File: config.mk
export PLATFORM = sky130hd
export DESIGN_NAME = sobel_scan_ctrl
export DESIGN_NICKNAME = d
export VERILOG_FILES = /design/src/rtl/sobel_pkg.sv /design/src/rtl/sobel_scan_addr_gen.sv /design/src/rtl/sobel_scan_ctrl.sv
export SDC_FILE = /design/constraint.sdc
export NUM_CORES = 1
export LEC_CHECK = 0
export CORE_ASPECT_RATIO = 1.1
export CORE_UTILIZATION = 54
export DETAILED_ROUTE_END_ITERATION = 10
export GPL_TIMING_DRIVEN = 0
export PLACE_DENSITY_LB_ADDON = 0.1
export SYNTH_ARGS = -nofsm -noshare
export SYNTH_HDL_FRONTEND = slang
export SYNTH_HIERARCHICAL = 1
export SYNTH_SLANG_ARGS = --single-unit
File: constraint.sdc
create_clock -name clk -period 8.3 [get_ports clk]
set_clock_uncertainty 0.1 [all_clocks]
set_input_delay 1.66 -clock clk [delete_from_list [all_inputs] [get_ports clk]]
set_output_delay 1.66 -clock clk [all_outputs]
set_load 0.005 [all_outputs]
File: src/rtl/sobel_pkg.sv
// Shared types and constants for the Sobel patch scan controller.
// Imported by the FSM, the address generator and the bench.
package sobel_pkg;

    localparam int MIN_DIM     = 3;
    localparam int DEF_DIM_W   = 8;
    localparam int DEF_CNT_W   = 16;
    localparam int DEF_TIMEOUT = 1024;

    typedef enum logic [2:0] {
        IDLE,
        LAUNCH,
        WAIT_DONE,
        RELEASE,
        FINISH
    } state_t;

    // Index of the last valid patch origin along one image dimension.
    function automatic logic [31:0] last_origin(input logic [31:0] dim);
        return dim - 32'(MIN_DIM);
    endfunction

endpackage

File: src/rtl/sobel_scan_addr_gen.sv
// Patch position walker: x/y counters plus an accumulated row address.
// Geometry is captured on load so later cfg changes cannot disturb a scan.
module sobel_scan_addr_gen
    import sobel_pkg::*;
#(
    parameter int DIM_W = DEF_DIM_W
) (
    input  logic             clk,
    input  logic             rst,
    input  logic             load,
    input  logic             step,
    input  logic [31:0]      base,
    input  logic [DIM_W-1:0] width,
    input  logic [DIM_W-1:0] height,
    input  logic [15:0]      stride,
    output logic [DIM_W-1:0] x,
    output logic [DIM_W-1:0] y,
    output logic [31:0]      patch_addr,
    output logic             last
);

    localparam logic [DIM_W-1:0] EDGE = DIM_W'(MIN_DIM);

    logic [DIM_W-1:0] w_q;
    logic [DIM_W-1:0] h_q;
    logic [15:0]      stride_q;
    logic [31:0]      row_addr;
    logic             row_end;

    assign row_end    = (x == w_q - EDGE);
    assign last       = row_end && (y == h_q - EDGE);
    assign patch_addr = row_addr + 32'(x);

    // Shadow geometry, captured at the start of every scan.
    always_ff @(posedge clk) begin
        if (rst) begin
            w_q      <= '0;
            h_q      <= '0;
            stride_q <= '0;
        end else if (load) begin
            w_q      <= width;
            h_q      <= height;
            stride_q <= stride;
        end
    end

    // Raster walk; row base advances by stride instead of y*stride.
    always_ff @(posedge clk) begin
        if (rst) begin
            x        <= '0;
            y        <= '0;
            row_addr <= '0;
        end else if (load) begin
            x        <= '0;
            y        <= '0;
            row_addr <= base;
        end else if (step) begin
            if (row_end) begin
                x        <= '0;
                y        <= y + DIM_W'(1);
                row_addr <= row_addr + 32'(stride_q);
            end else begin
                x        <= x + DIM_W'(1);
            end
        end
    end

endmodule

File: src/rtl/sobel_scan_ctrl.sv
// Sequences the 3x3 Sobel accelerator over every patch of an image,
// counting matches and remembering the first matching position.
module sobel_scan_ctrl
    import sobel_pkg::*;
#(
    parameter int DIM_W   = DEF_DIM_W,
    parameter int CNT_W   = DEF_CNT_W,
    parameter int TIMEOUT = DEF_TIMEOUT
) (
    input  logic             clk,
    input  logic             rst,
    input  logic [31:0]      cfg_base,
    input  logic [DIM_W-1:0] cfg_width,
    input  logic [DIM_W-1:0] cfg_height,
    input  logic [15:0]      cfg_stride,
    input  logic             go,
    input  logic             abort,
    output logic             busy,
    output logic             scan_done,
    output logic             err_cfg,
    output logic             err_timeout,
    output logic             aborted,
    output logic [CNT_W-1:0] match_count,
    output logic             first_valid,
    output logic [DIM_W-1:0] first_x,
    output logic [DIM_W-1:0] first_y,
    output logic             accel_start,
    output logic [31:0]      accel_patch_addr,
    input  logic             accel_done,
    input  logic             accel_match
);

    localparam logic [DIM_W-1:0] MIN_D   = DIM_W'(MIN_DIM);
    localparam int               WD_W    = (TIMEOUT > 1) ? $clog2(TIMEOUT) : 1;
    localparam logic [WD_W-1:0]  WD_LAST = WD_W'(TIMEOUT - 1);
    localparam logic             WD_EN   = (TIMEOUT != 0);
    localparam logic [CNT_W-1:0] CNT_MAX = '1;

    state_t           state;
    state_t           next_state;
    logic [WD_W-1:0]  wd;
    logic             abort_pend;
    logic             abort_any;
    logic             cfg_bad;
    logic             load;
    logic             take;
    logic             wd_fire;
    logic             rel_exit;
    logic             last;
    logic [DIM_W-1:0] pos_x;
    logic [DIM_W-1:0] pos_y;

    assign cfg_bad   = (cfg_width < MIN_D) || (cfg_height < MIN_D);
    assign load      = (state == IDLE) && go;
    assign take      = (state == WAIT_DONE) && accel_done;
    assign wd_fire   = (state == WAIT_DONE) && !accel_done
                    && WD_EN && (wd == WD_LAST);
    assign rel_exit  = (state == RELEASE) && (!accel_done || err_timeout);
    assign abort_any = abort_pend || abort;

    sobel_scan_addr_gen #(
        .DIM_W (DIM_W)
    ) u_addr (
        .clk        (clk),
        .rst        (rst),
        .load       (load),
        .step       (rel_exit),
        .base       (cfg_base),
        .width      (cfg_width),
        .height     (cfg_height),
        .stride     (cfg_stride),
        .x          (pos_x),
        .y          (pos_y),
        .patch_addr (accel_patch_addr),
        .last       (last)
    );

    // State register.
    always_ff @(posedge clk) begin
        if (rst) state <= IDLE;
        else     state <= next_state;
    end

    // Next-state logic for the per-patch handshake walk.
    always_comb begin
        next_state = state;
        unique case (state)
            IDLE: begin
                if (go) next_state = cfg_bad ? FINISH : LAUNCH;
            end
            LAUNCH: begin
                next_state = WAIT_DONE;
            end
            WAIT_DONE: begin
                if (take || wd_fire) next_state = RELEASE;
            end
            RELEASE: begin
                if (rel_exit) begin
                    if (last || abort_any || err_timeout)
                        next_state = FINISH;
                    else
                        next_state = LAUNCH;
                end
            end
            FINISH: begin
                next_state = IDLE;
            end
            default: begin
                next_state = IDLE;
            end
        endcase
    end

    // Moore outputs decoded from the state.
    always_comb begin
        busy        = 1'b0;
        accel_start = 1'b0;
        unique case (state)
            LAUNCH, WAIT_DONE: begin
                busy        = 1'b1;
                accel_start = 1'b1;
            end
            RELEASE: begin
                busy = 1'b1;
            end
            default: begin
                busy        = 1'b0;
                accel_start = 1'b0;
            end
        endcase
    end

    // Watchdog: cycles spent waiting for the current patch.
    always_ff @(posedge clk) begin
        if (rst)                     wd <= '0;
        else if (state == LAUNCH)    wd <= '0;
        else if (state == WAIT_DONE) wd <= wd + WD_W'(1);
    end

    // Abort is remembered until the in-flight patch has released.
    always_ff @(posedge clk) begin
        if (rst)                          abort_pend <= 1'b0;
        else if (load || state == FINISH) abort_pend <= 1'b0;
        else if (abort && busy)           abort_pend <= 1'b1;
    end

    // Result and status registers, held until the next accepted go.
    always_ff @(posedge clk) begin
        if (rst) begin
            match_count <= '0;
            first_valid <= 1'b0;
            first_x     <= '0;
            first_y     <= '0;
            scan_done   <= 1'b0;
            err_cfg     <= 1'b0;
            err_timeout <= 1'b0;
            aborted     <= 1'b0;
        end else begin
            if (load) begin
                match_count <= '0;
                first_valid <= 1'b0;
                first_x     <= '0;
                first_y     <= '0;
                scan_done   <= 1'b0;
                err_cfg     <= cfg_bad;
                err_timeout <= 1'b0;
                aborted     <= 1'b0;
            end
            if (take && accel_match) begin
                if (match_count != CNT_MAX)
                    match_count <= match_count + CNT_W'(1);
                if (!first_valid) begin
                    first_valid <= 1'b1;
                    first_x     <= pos_x;
                    first_y     <= pos_y;
                end
            end
            if (wd_fire)
                err_timeout <= 1'b1;
            if (rel_exit && abort_any)
                aborted <= 1'b1;
            if (next_state == FINISH && state != FINISH)
                scan_done <= 1'b1;
        end
    end

endmodule

==> results.py <==
metrics = {
    "critical_path": {
        "cp-end-kind": "output port",
        "cp_common_cell": "a21oi_1",
        "cp.arrival_ns": 3.78,
        "worstPathRequired_ns": 6.54,
        "startpoint_type": "register",
        "path_cells": "ha_1 > fa_1 > a21o_1 > a21oi_1 > o21bai_1 > a21oi_1 > o21ai_0 > clkbuf_1 > nand4_1 > xnor2_1 > clkdlybuf4s50_1",
        "crit_slowest_cell": "clkdlybuf4s50_1",
        "path_class": "register to output port",
        "path_max_fanout": 10,
        "cp_slowest_stage_delay_ns": 0.53,
    },
    "power_and_ir_drop": {
        "power_density_mw_per_mm2": 181,
        "combPwrFrac": 0.182,
        "p_int_mw": 1.30,
        "p_total_mw": 1.81,
        "peakVddDrop_mv": 0.144,
        "p_leak_nw": 3.84,
        "p_switching_mw": 0.503,
        "p_seq_frac": 0.384,
        "p_sw_frac": 0.278,
        "power_frac_clock": 0.434,
    },
    "floorplan": {
        "fp-row-count": 45,
        "start_util": 0.555,
        "coreArea_mm2": 0.0139,
        "die_h_um": 127,
        "num_io_pins": 141,
        "fp.dieW_um": 116,
        "dieArea_mm2": 0.0148,
    },
    "global_routing": {
        "grt_max_degree": 17,
        "grt_pass1_wl_um": 35100,
        "antenna_found_initial": 0,
        "grt_overflow": 0,
        "grt_pass1_vias": 7066,
        "grtUsageTotal": 0.305,
    },
    "final_layout": {
        "final_cell_count_no_fill": 1272,
        "antenna_cells": 0,
        "num-fill-cells": 1157,
        "multi_input_area_mm2": 0.00482,
        "fin_nets": 1173,
        "fin_area_mm2": 0.00998,
        "final_layout_size_suffix_gt1_frac": 0.0581,
        "seqCellArea_mm2": 0.00262,
        "final_util": 0.717,
        "area_delta_synth_final_pct": 29.2,
    },
    "detailed_routing": {
        "via_per_inst": 5.96,
        "via_count": 7580,
        "drt_wl_total_um": 22100,
        "postRouteAntennaNets": 0,
        "drt_drc_violations_left": 0,
        "firstDrtPassIters": 6,
        "wire_per_inst_um": 17.4,
        "drt-initial-drc-count": 625,
    },
    "sta": {
        "setup_ws_ns": 2.76,
        "holdWs_ns": 0.355,
        "fmax_mhz": 180,
        "fin_setup_tns_ns": 0,
        "period_share": 0.668,
        "tightest_slew_ns": 1.21,
        "fin_crit_ns": 5.54,
        "final-setup-viol-count": 0,
        "rsz0062_at_grt": "no",
        "hold_violations": 0,
        "slew_headroom": 0.185,
        "drv_slew": 0,
    },
    "yosys": {
        "yosysUniqueCellTypes": 78,
        "synth-edff-count": 0,
        "yosysSeqAreaShare": 0.340,
        "synth_flop_cell": "dfxtp_1",
        "synth.avg_cell_area_um2": 8.47,
        "synthCells": 912,
        "synth_seq_cells": 131,
        "synth_warnings": 6,
        "synth_top_area_frac": 0.340,
        "synthArstFlopShare": 0,
        "syn_nets": 1014,
        "synthTopCellsByArea": "dfxtp_1 34%, xnor2_1 5.9%, nor2_1 5.4%",
        "yosys.area.top_type": "dfxtp_1",
        "synth_area_mm2": 0.00772,
    },
    "clock_tree": {
        "cts_setup_buffers": 0,
        "tritoncts": "done",
        "root_buffer": "clkbuf_16",
        "h-tree-depth": 4,
        "cts_hold_buf": 0,
        "clk_latency_ns": 0.42,
        "clkTransAtPathRegs_ns": 0.06,
        "cts_resized": 0,
        "clk_path_buf_depth": 2,
        "cts_sinks": 131,
        "cts_buffers": 17,
    },
    "place": {
        "post-dp-hpwl_um": 16000,
        "place_worst_setup_slack_ns": 3.26,
        "io_buffer_count": 140,
        "dp.cells": 1240,
        "dpl_cell_area_mm2": 0.00936,
        "gp_congestion": 0.954,
    },
    "worst_hold_path": {
        "min_path_type": "register to register",
    },
    "job": {
        "timing.max_cap.violations": 0,
    },
    "status": {
        "outcome": "completed",
    },
}
[Yosys cell counts (all sizes together) (20+ instances only)]
library cell and count:
dfxtp 131, nor2 112, nand2 76, xnor2 52, a21oi 40, mux2i 39, xor2 38, nand3 35
o21ai 35, clkbuf 34, nand4 31, ha 30, and3 21, nor3 20
[path summary, 6_finish.rpt]
path | from | to | slack [ns] | depth (start not counted)
worst max-delay path | u_addr/x[0]$_SDFFE_PP0P_ | accel_patch_addr[20] | 2.76 | 11
worst min-delay path | aborted$_SDFFE_PP0P_ | aborted$_SDFFE_PP0P_ | 0.36 | 2
worst max register to register | state[0]$_SDFF_PP0_ | u_addr/w_q[5]$_SDFFE_PP0P_ | 4.79 | 9
worst min register to register | aborted$_SDFFE_PP0P_ | aborted$_SDFFE_PP0P_ | 0.36 | 2
[layer usage]
metal,global-route usage,vias to the layer above,share of wire
met5,0,-,0
li1,-,3669,-
met2,0.497,314,0.46
met3,0.0569,59,0.066
met1,0.389,3538,0.44
met4,0.137,0,0.033
[placed cells by master (no fill, tap or decap), types with 17 or more instances in the layout]
cell type        count
clkdlybuf4s50_1    140
dfxtp_1            131
nor2_1             111
nand2_1             76
xnor2_1             52
a21oi_1             40
mux2i_1             39
xor2_1              38
o21ai_0             35
nand3_1             34
clkbuf_1            33
nand4_1             30
ha_1                30
and3_1              21
nor3_1              19
inv_1               18
a311oi_1            17
a22o_1              17
clkbuf_16           17
[power groups by stage]
stage | sequential [mW] | combinational, mW | clock [mW]
after global placement | 0.705 | 0.317 | 0
after detailed placement | 0.706 | 0.321 | 0
after global routing | 0.698 | 0.357 | 0.823
after CTS | 0.693 | 0.325 | 0.789
final | 0.694 | 0.329 | 0.783
after floorplan | 0.697 | 0.201 | 0
[worst max-delay path, delay by kind of cell (launching register included)]
family | cells | cell delay, ns
buffers and inverters | 2 | 1.00
DFF | 1 | 0.52
AOI/OAI and AO/OA | 5 | 0.97
xor gates and xnor gates | 1 | 0.20
and+or+nand+nor | 1 | 0.19
adders and majority gates | 2 | 0.47
[state kept, by name (all words and copies together) (netlist names), 3 cells and up]
| name | count |
|---|---|
| u_addr/row_addr | 32 |
| match_count | 16 |
| u_addr/stride_q | 16 |
| wd | 10 |
| first_x | 8 |
| first_y | 8 |
| u_addr/h_q | 8 |
| u_addr/w_q | 8 |
| u_addr/x | 8 |
| u_addr/y | 8 |
| state | 3 |
[cell type report]
cell class,instances,area share
multi-input combinational,715,0.483
sequential,131,0.263
inverter,18,0.00677
tap,188,0.0236
clock buffer,18,0.0440
timing repair buffer,140,0.140
buffer,48,0.0212
clock inverter,14,0.0178
[logic make-up (layout without fill, tap and decap cells)]
family / count (synthesis) / in the layout / synth area share
flops: 131 / 131 / 0.340
compound gates: 197 / 197 / 0.185
xor+xnor: 90 / 90 / 0.102
buf+inv: 66 / 238 / 0.0361
fa+ha+maj: 32 / 32 / 0.0538
simple gates: 354 / 354 / 0.228
mux: 42 / 42 / 0.0549
(Power assumes the default switching activity.)
